===== src/rtl/add_sub_multicycle.sv =====
`default_nettype none
// ============================================================================
//  Module   : add_sub_multicycle
//  Purpose  : Two's-complement add/subtract of WIDTH bits, one CHUNK-bit
//             ripple slice per clock, with start/ready/done and accumulate.
//  Revision : 1.0  initial release
// ============================================================================
module add_sub_multicycle #(
    parameter int WIDTH = 16,
    parameter int CHUNK = 4
) (
    input  logic             clk,
    input  logic             rst_n,
    input  logic             start,
    input  logic [WIDTH-1:0] A,
    input  logic [WIDTH-1:0] B,
    input  logic             M,
    input  logic             ACC,
    output logic             ready,
    output logic             done,
    output logic [WIDTH-1:0] S,
    output logic             C,
    output logic             V
);

    localparam int c_nchunk = WIDTH / CHUNK;
    localparam int c_cnt_w  = (c_nchunk > 1) ? $clog2(c_nchunk) : 1;

    localparam logic [0:0] c_idle = 1'b0;
    localparam logic [0:0] c_run  = 1'b1;

    generate
        if ((CHUNK < 1) || ((WIDTH % CHUNK) != 0)) begin : g_bad_param
            $error("add_sub_multicycle: WIDTH must be a positive multiple of CHUNK");
        end
    endgenerate

    logic [0:0]         r_state;
    logic [0:0]         w_state_next;
    logic [c_cnt_w-1:0] r_cnt;
    logic [WIDTH-1:0]   r_opa;
    logic [WIDTH-1:0]   r_opb;
    logic [WIDTH-1:0]   r_res;
    logic [WIDTH-1:0]   r_s;
    logic               r_carry;
    logic               r_c;
    logic               r_v;
    logic               r_done;
    logic [CHUNK-1:0]   w_sum;
    logic               w_cin_top;
    logic               w_cout;
    logic [WIDTH-1:0]   w_res_next;
    logic               w_last;
    logic               w_accept;
    logic               w_run;

    // Operands shift down one slice per cycle, so the active slice is always
    // the low CHUNK bits; result slices enter from the top.
    always_comb begin : p_ripple
        logic [CHUNK:0] w_chain;
        w_chain    = '0;
        w_sum      = '0;
        w_chain[0] = r_carry;
        for (int i = 0; i < CHUNK; i++) begin
            w_sum[i]       = r_opa[i] ^ r_opb[i] ^ w_chain[i];
            w_chain[i + 1] = (r_opa[i] & r_opb[i]) | (w_chain[i] & (r_opa[i] ^ r_opb[i]));
        end
        w_cin_top = w_chain[CHUNK-1];
        w_cout    = w_chain[CHUNK];
    end

    assign w_res_next = WIDTH'({w_sum, r_res} >> CHUNK);
    assign w_last     = (r_cnt == c_cnt_w'(c_nchunk - 1));

    always_ff @(posedge clk or negedge rst_n) begin
        if (!rst_n) begin
            r_state <= c_idle;
        end else begin
            r_state <= w_state_next;
        end
    end

    always_comb begin
        w_state_next = r_state;
        case (r_state)
            c_idle:  if (start)  w_state_next = c_run;
            c_run:   if (w_last) w_state_next = c_idle;
            default: w_state_next = c_idle;
        endcase
    end

    always_comb begin
        ready    = (r_state == c_idle);
        w_accept = start && (r_state == c_idle);
        w_run    = (r_state == c_run);
    end

    always_ff @(posedge clk or negedge rst_n) begin
        if (!rst_n) begin
            r_cnt   <= '0;
            r_opa   <= '0;
            r_opb   <= '0;
            r_res   <= '0;
            r_carry <= 1'b0;
            r_s     <= '0;
            r_c     <= 1'b0;
            r_v     <= 1'b0;
            r_done  <= 1'b0;
        end else begin
            r_done <= w_run && w_last;
            if (w_accept) begin
                r_opa   <= ACC ? r_s : A;
                r_opb   <= B ^ {WIDTH{M}};
                r_carry <= M;
                r_cnt   <= '0;
            end else if (w_run) begin
                r_opa   <= r_opa >> CHUNK;
                r_opb   <= r_opb >> CHUNK;
                r_res   <= w_res_next;
                r_carry <= w_cout;
                if (w_last) begin
                    r_cnt <= '0;
                    r_s   <= w_res_next;
                    r_c   <= w_cout;
                    r_v   <= w_cin_top ^ w_cout;
                end else begin
                    r_cnt <= r_cnt + 1'b1;
                end
            end
        end
    end

    assign done = r_done;
    assign S    = r_s;
    assign C    = r_c;
    assign V    = r_v;

endmodule
`default_nettype wire

===== config.mk =====
export PLATFORM = sky130hd
export DESIGN_NAME = add_sub_multicycle
export DESIGN_NICKNAME = d
export VERILOG_FILES = /design/src/rtl/add_sub_multicycle.sv
export SDC_FILE = /design/constraint.sdc
export NUM_CORES = 1
export LEC_CHECK = 0
export CAP_MARGIN = 30
export CORE_MARGIN = 2
export CORE_UTILIZATION = 40
export CTS_BUF_LIST = sky130_fd_sc_hd__clkbuf_4 sky130_fd_sc_hd__clkbuf_8
export DETAILED_ROUTE_END_ITERATION = 12
export PLACE_DENSITY = 0.75
export SLEW_MARGIN = 20
export SYNTH_ARGS = -nofsm -noshare
export SYNTH_HDL_FRONTEND = slang
export SYNTH_SLANG_ARGS = --single-unit
export TNS_END_PERCENT = 5

===== constraint.sdc =====
create_clock -name clk -period 5.1 [get_ports clk]
set_clock_uncertainty 0.2 [all_clocks]
set_input_delay 1.02 -clock clk [delete_from_list [all_inputs] [get_ports clk]]
set_output_delay 1.02 -clock clk [all_outputs]
set_load 0.01 [all_outputs]

==> out/qor.yml, run 1 <==
worst_hold_path:
  min_from: "r_opa[10]"
  hp-class: "flop to flop"
  holdPathEnd: "r_opa[6]"
  hold_depth: 2
timing:
  final-max-slew-violation-count: 0
  finalCriticalPeriod_ns: 2.870
  worst_pin_slew_ns: 0.9717
  rsz0062_at_grt: "false"
  whs_ns: 0.3022
  relSlewSlack: 0.3502
  setup_ws_ns: 2.230
  setup_tns_ns: 0
  max_freq_ghz: 0.3485
  setup_viol: 0
  fin_crit_sh: 0.5627
  final_hold_viol_count: 0
detailed_routing:
  drt.antenna.violating_nets: 0
  avgRoutedWirePerCell_um: 15.78
  vias: 2071
  wl_um: 6470
  route.detailed.drc: 0
  first_pass_iters: 4
  drt_iter0_drc: 76
  vias_per_cell: 5.051
clock_tree:
  cts_buffers: 9
  cts_tree: "yes"
  postCtsHoldBufs: 0
  post_cts_buffers: 0
  cts.repair.resized: 0
  cts-root-buf: "clkbuf_8"
  clkTransAtPathRegs_ns: 0.07
  clock_sinks: 67
  clk_latency_ns: 0.34
  htree_num_levels: 3
  clockBufferDepth: 2
die:
  fp.dieArea_um2: 8691
  die_y_um: 93.23
  die_w_um: 93.23
  num_rows: 32
  coreArea_um2: 7727
  initial_core_util: 0.4121
  ioPinCount: 57
global_route:
  grt-ovfl-total: 0
  track_usage: 0.1652
  grt_max_degree: 68
  grt_pass1_wl_um: 10950
  antenna_found_initial: 0
  first_global_vias: 2119
place:
  hpwl_um: 4351
  portBuffers: 56
  place_ws_ns: 1.889
  gp_congestion: 0.7427
  dp.cells: 394
synthesis:
  ys_seq_area_frac: 0.5265
  syn_nets: 293
  ys_async_sr_fraction: 1.000
  synth_flop_cell: "dfrtp_1"
  synth_edf_count: 0
  synth_cell_type_count: 29
  syn_inst: 251
  yosysWarnings: 0
  yosys_register_bits: 67
  synth_area_um2: 3184
  syn_avg_cell_area_um2: 12.69
critical_path:
  worstPathRequired_ns: 5.13
  r2r_start: "r_opa[0]"
  endpoint_kind: "flop"
  cp_data_arrival_time_ns: 2.90
  rr_worst_depth: 8
  r2r_setup_slack_ns: 2.55
  crit_type: "input port to flop"
  worst_setup_path_start_kind: "input port"
  worstPathMaxFanout: 16
  worstReg2RegEnd: "r_res[15]"
layout:
  final_common_cell: "dfrtp_1"
  final_layout_size_suffix_gt1_frac: 0.1558
  antenna_cells: 0
  mostFrequentLayoutCells: "dfrtp_1, clkdlybuf4s50_1, mux2_2"
  finalNonFillerCells: 410
  area_delta_synth_final_pct: 24.72
  nNetsFinal: 345
run_status:
  status: "complete, no violations"
run:
  cap_violations: 0
power_and_ir_drop:
  max-vdd-ir-drop_mv: 0.3684
  total_leakage_power_uw: 0.001745
  p_per_area_nw_per_um2: 555.2
==> worst max-delay path by stage <==
stage / start / endpoint / slack (ns) / cells past startpoint
after floorplan: r_opa[0] / V / 2.76 / 9
after global placement: start / r_opa[3] / 1.79 / 4
after detailed placement: ACC / r_opa[3] / 1.89 / 3
after CTS: ACC / r_opa[3] / 2.24 / 3
after global routing: ACC / r_opa[3] / 2.22 / 3
final: ACC / r_opa[3] / 2.23 / 3
==> synth_stat cells (2+ instances only) <==
library cell | n | share of area
a221o_1 | 16 | 0.050
buf_4 | 6 | 0.014
mux2_1 | 6 | 0.021
o21ai_0 | 2 | 0.0031
xnor2_1 | 5 | 0.014
nor2_1 | 8 | 0.0094
xor2_1 | 12 | 0.033
or3b_1 | 8 | 0.022
nand2b_1 | 5 | 0.0098
a211oi_1 | 8 | 0.019
inv_1 | 11 | 0.013
clkbuf_1 | 3 | 0.0035
o211ai_1 | 8 | 0.019
dfrtp_1 | 67 | 0.53
and2_1 | 8 | 0.016
mux2_2 | 23 | 0.081
mux2i_1 | 17 | 0.053
nand2_1 | 9 | 0.011
buf_2 | 7 | 0.011
buf_6 | 3 | 0.011
fa_1 | 4 | 0.025
nor3b_1 | 8 | 0.019
==> report_power, final <==
part / switching, µW / internal [µW] / leakage (µW)
registers: 146 / 769 / 0.000846
clock network: 196 / 242 / 0.000103
logic: 380 / 472 / 0.000796
total: 722 / 1480 / 0.00175
==> kinds of logic after synthesis <==
kind of cell	synth area share
adder cells (fa/ha/maj)	0.02908
buffers and inverters	0.05343
AO/OA/AOI/OAI	0.09588
multiplexers	0.1560
XOR/XNOR	0.04676
flip-flops	0.5265
AND/OR/NAND/NOR	0.09234
==> critical path, cell delays in order <==
cell	delay, ns
clkdlybuf4s50_1	1.11
mux2_2	0.42
a221o_1	0.35
==> routing by layer <==
| metal | GRT usage | wire length (µm) |
|---|---|---|
| met1 | 0.2293 | 2954 |
| met4 | 0.05515 | 95 |
| met5 | 0 | 0 |
| met2 | 0.2530 | 3163 |
| met3 | 0.04351 | 257 |
==> sequential cells by signal, indices dropped and copies added, names as in the netlist <==
signal,flops
r_carry,1
r_opa,16
done,1
r_cnt,2
C,1
V,1
r_res,12
r_opb,16
S,16
r_state,1
==> cell type report <==
type,count,area (µm²)
Fill cell,679,3756
Clock buffer,11,145.1
Inverter,12,45.04
Clock inverter,5,52.55
Timing Repair Buffer,60,585.6
Sequential cell,67,1678
Multi-Input combinational cell,153,1338
Tap cell,102,127.6
==> through the flow <==
step	util	power, µW	area [µm²]
finish	0.5139	2205	3971
global route	0.5139	2366	3971
CTS	0.5139	2226	3971
detailed placement	0.4883	1779	3774
global placement	0.4874	1743	3766
floorplan	-	1453	3184
No activity file was read; power rests on OpenSTA's default activity.
==> inputs of run 2 (changes only) <==
PLACE_DENSITY = 0.78   (was 0.75)
clock period = 2.54 ns   (was 5.1 ns; I/O delays follow)
==> run 2 against run 1 <==
  * Design area increased by 2.0%
  * Non-clock buffer count increased by 6
  * Register-to-register slack got worse by 2.5 ns
  * Cell count increased by 1.5%
  * Count of clock-buffer cells in the layout decreased by 1
  * Clock power increased by 120%
  * Sequential cell count unchanged
  * Routed wire length increased by 1.9%
  * Global-route usage about the same
  * Critical path type is now flop to flop
  * Largest power group unchanged
==> out/qor.yml, run 2 (same netlist as run 1, synthesis figures left out) <==
clock_tree:
  clk_latency_ns: 0.34  # about the same
  htree_num_levels: 3  # unchanged
  clkTransAtPathRegs_ns: 0.07  # about the same
  clockBufferDepth: 2  # unchanged
  cts_tree: "yes"
  cts_buffers: 9  # unchanged
  clock_sinks: 67  # unchanged
  post_cts_buffers: 0  # unchanged
  cts-root-buf: "clkbuf_8"
global_route:
  antenna_found_initial: 0  # unchanged
  grt-ovfl-total: 0  # unchanged
  track_usage: 0.1656  # +0.0003494
  grt_pass1_wl_um: 10950  # unchanged
  grt_max_degree: 45  # -34%
  first_global_vias: 2233  # +5.4%
layout:
  nNetsFinal: 351  # +1.7%
  final_common_cell: "dfrtp_1"
  fill_cells: 660  # -2.8%
  final_layout_size_suffix_gt1_frac: 0.1752  # +0.01932
  area_delta_synth_final_pct: 27.19
  antenna_cells: 0  # unchanged
  mostFrequentLayoutCells: "dfrtp_1, clkdlybuf4s50_1, mux2_2"
timing:
  fin_crit_sh: 0.9618
  relSlewSlack: 0.6465  # +0.2963
  final-max-slew-violation-count: 0  # unchanged
  setup_ws_ns: 0.09703  # -2.133 ns
  finalCriticalPeriod_ns: 2.443
  rsz0062_at_grt: "true"
  whs_ns: 0.2948  # -0.007357 ns
  setup_tns_ns: 0  # unchanged
  setup_viol: 0  # unchanged
  max_freq_ghz: 0.4093
  worst_pin_slew_ns: 0.5303  # -0.4414 ns
  final_hold_viol_count: 0  # unchanged
detailed_routing:
  route.detailed.drc: 0  # unchanged
  drt_iter0_drc: 164  # +120%
  vias: 2108  # +1.8%
  wl_um: 6593  # +1.9%
  drt.antenna.violating_nets: 0  # unchanged
  avgRoutedWirePerCell_um: 15.85  # +0.43%
  vias_per_cell: 5.067  # +0.32%
  first_pass_iters: 4  # unchanged
place:
  gp_congestion: 0.7565  # +1.9%
  hpwl_um: 4622  # +6.2%
  place_ws_ns: -0.06909  # -1.958 ns
  portBuffers: 56  # unchanged
critical_path:
  r2r_setup_slack_ns: 0.1  # -2.45 ns
  crit_start: "r_opa[0]"
  rr_worst_depth: 8  # unchanged
  cp_data_arrival_time_ns: 2.51  # -0.39 ns
  cp-endpoint: "r_res[15]"
  r2r_start: "r_opa[0]"
  crit_type: "flop to flop"
  endpoint_kind: "flop"
  worstPathRequired_ns: 2.61  # -2.52 ns
  worst_setup_path_start_kind: "flop"
  worstReg2RegEnd: "r_res[15]"
  worstPathMaxFanout: 2  # -14
run:
  cap_violations: 0  # unchanged
die:
  die_y_um: 93.23  # unchanged
  num_rows: 32  # unchanged
  initial_core_util: 0.4121  # unchanged
  fp.dieArea_um2: 8691  # unchanged
  die_w_um: 93.23  # unchanged
  ioPinCount: 57  # unchanged
  coreArea_um2: 7727  # unchanged
worst_hold_path:
  hp-class: "flop to flop"
power_and_ir_drop:
  max-vdd-ir-drop_mv: 0.4711  # +28%
  p_per_area_nw_per_um2: 1123  # +100%
  total_leakage_power_uw: 0.001787  # +2.4%
run_status:
  status: "complete, no violations"
==> run 2: cell types whose count changed in the layout (fill, tap and decap cells not counted), sizes merged <==
cell / before / now
clkinvlp: 1 / 0
clkinv: 3 / 4
dlygate4sd3: 0 / 1
bufinv: 1 / 2
clkbuf: 11 / 10
buf: 5 / 10
==> run 2: power by group <==
group	internal [µW]	switching (µW)
logic	975	766
registers	1540	306
clock network	557	398
total	3080	1470
==> run 2: how the worst min path moves through the flow <==
stage                     slack [ns]        end  depth (start not counted)  startpoint
after floorplan                 0.01          C                          0       rst_n
after detailed placement        0.28   r_opa[4]                          2    r_opa[8]
after global placement          0.27   r_opa[5]                          2    r_opa[9]
after CTS                       0.30   r_opa[4]                          2    r_opa[8]
final                           0.29   r_opa[4]                          2    r_opa[8]
after global routing            0.33  r_opa[11]                          2   r_opa[15]
==> run 2: metal layers <==
metal,up-vias,GRT usage,wire length (µm)
met3,10,0.03948,416
met5,-,0,0
met1,1050,0.2135,2770
li1,997,-,-
met2,51,0.2656,3320
met4,0,0.07353,85
==> run 2: cell type report <==
class | count | area (µm²) | area share
Timing Repair Buffer | 66 | 645.6 | 0.1594
Tap cell | 102 | 127.6 | 0.03151
Clock inverter | 6 | 80.08 | 0.01977
Multi-Input combinational cell | 153 | 1343 | 0.3315
Inverter | 12 | 45.04 | 0.01112
Sequential cell | 67 | 1678 | 0.4143
Clock buffer | 10 | 131.4 | 0.03244
==> run 2: worst max-delay path, stage by stage, from the launching register on <==
cell and delay [ns]:
dfrtp_1 0.41, fa_1 0.43, inv_1 0.08, fa_1 0.15, inv_1 0.05, fa_2 0.36
inv_1 0.09, fa_2 0.46, o21ai_1 0.15
==> run 2: timing repair <==
action | CTS | global route
endpoints found under the hold margin | 21 | 0
cloned | 0 | 0
setup endpoints to repair | 1 | 3
resized for setup | 1 | 2
hold buffers | 1 | 0
==> run 2: through the flow <==
stage,std cells,utilization,instance area [µm²],total power (µW)
finish,416,0.5241,4050,4547
global route,416,0.5241,4050,4859
floorplan,251,-,3184,2918
global placement,398,0.4938,3816,3515
detailed placement,399,0.4948,3824,3612
CTS,416,0.5235,4045,4592
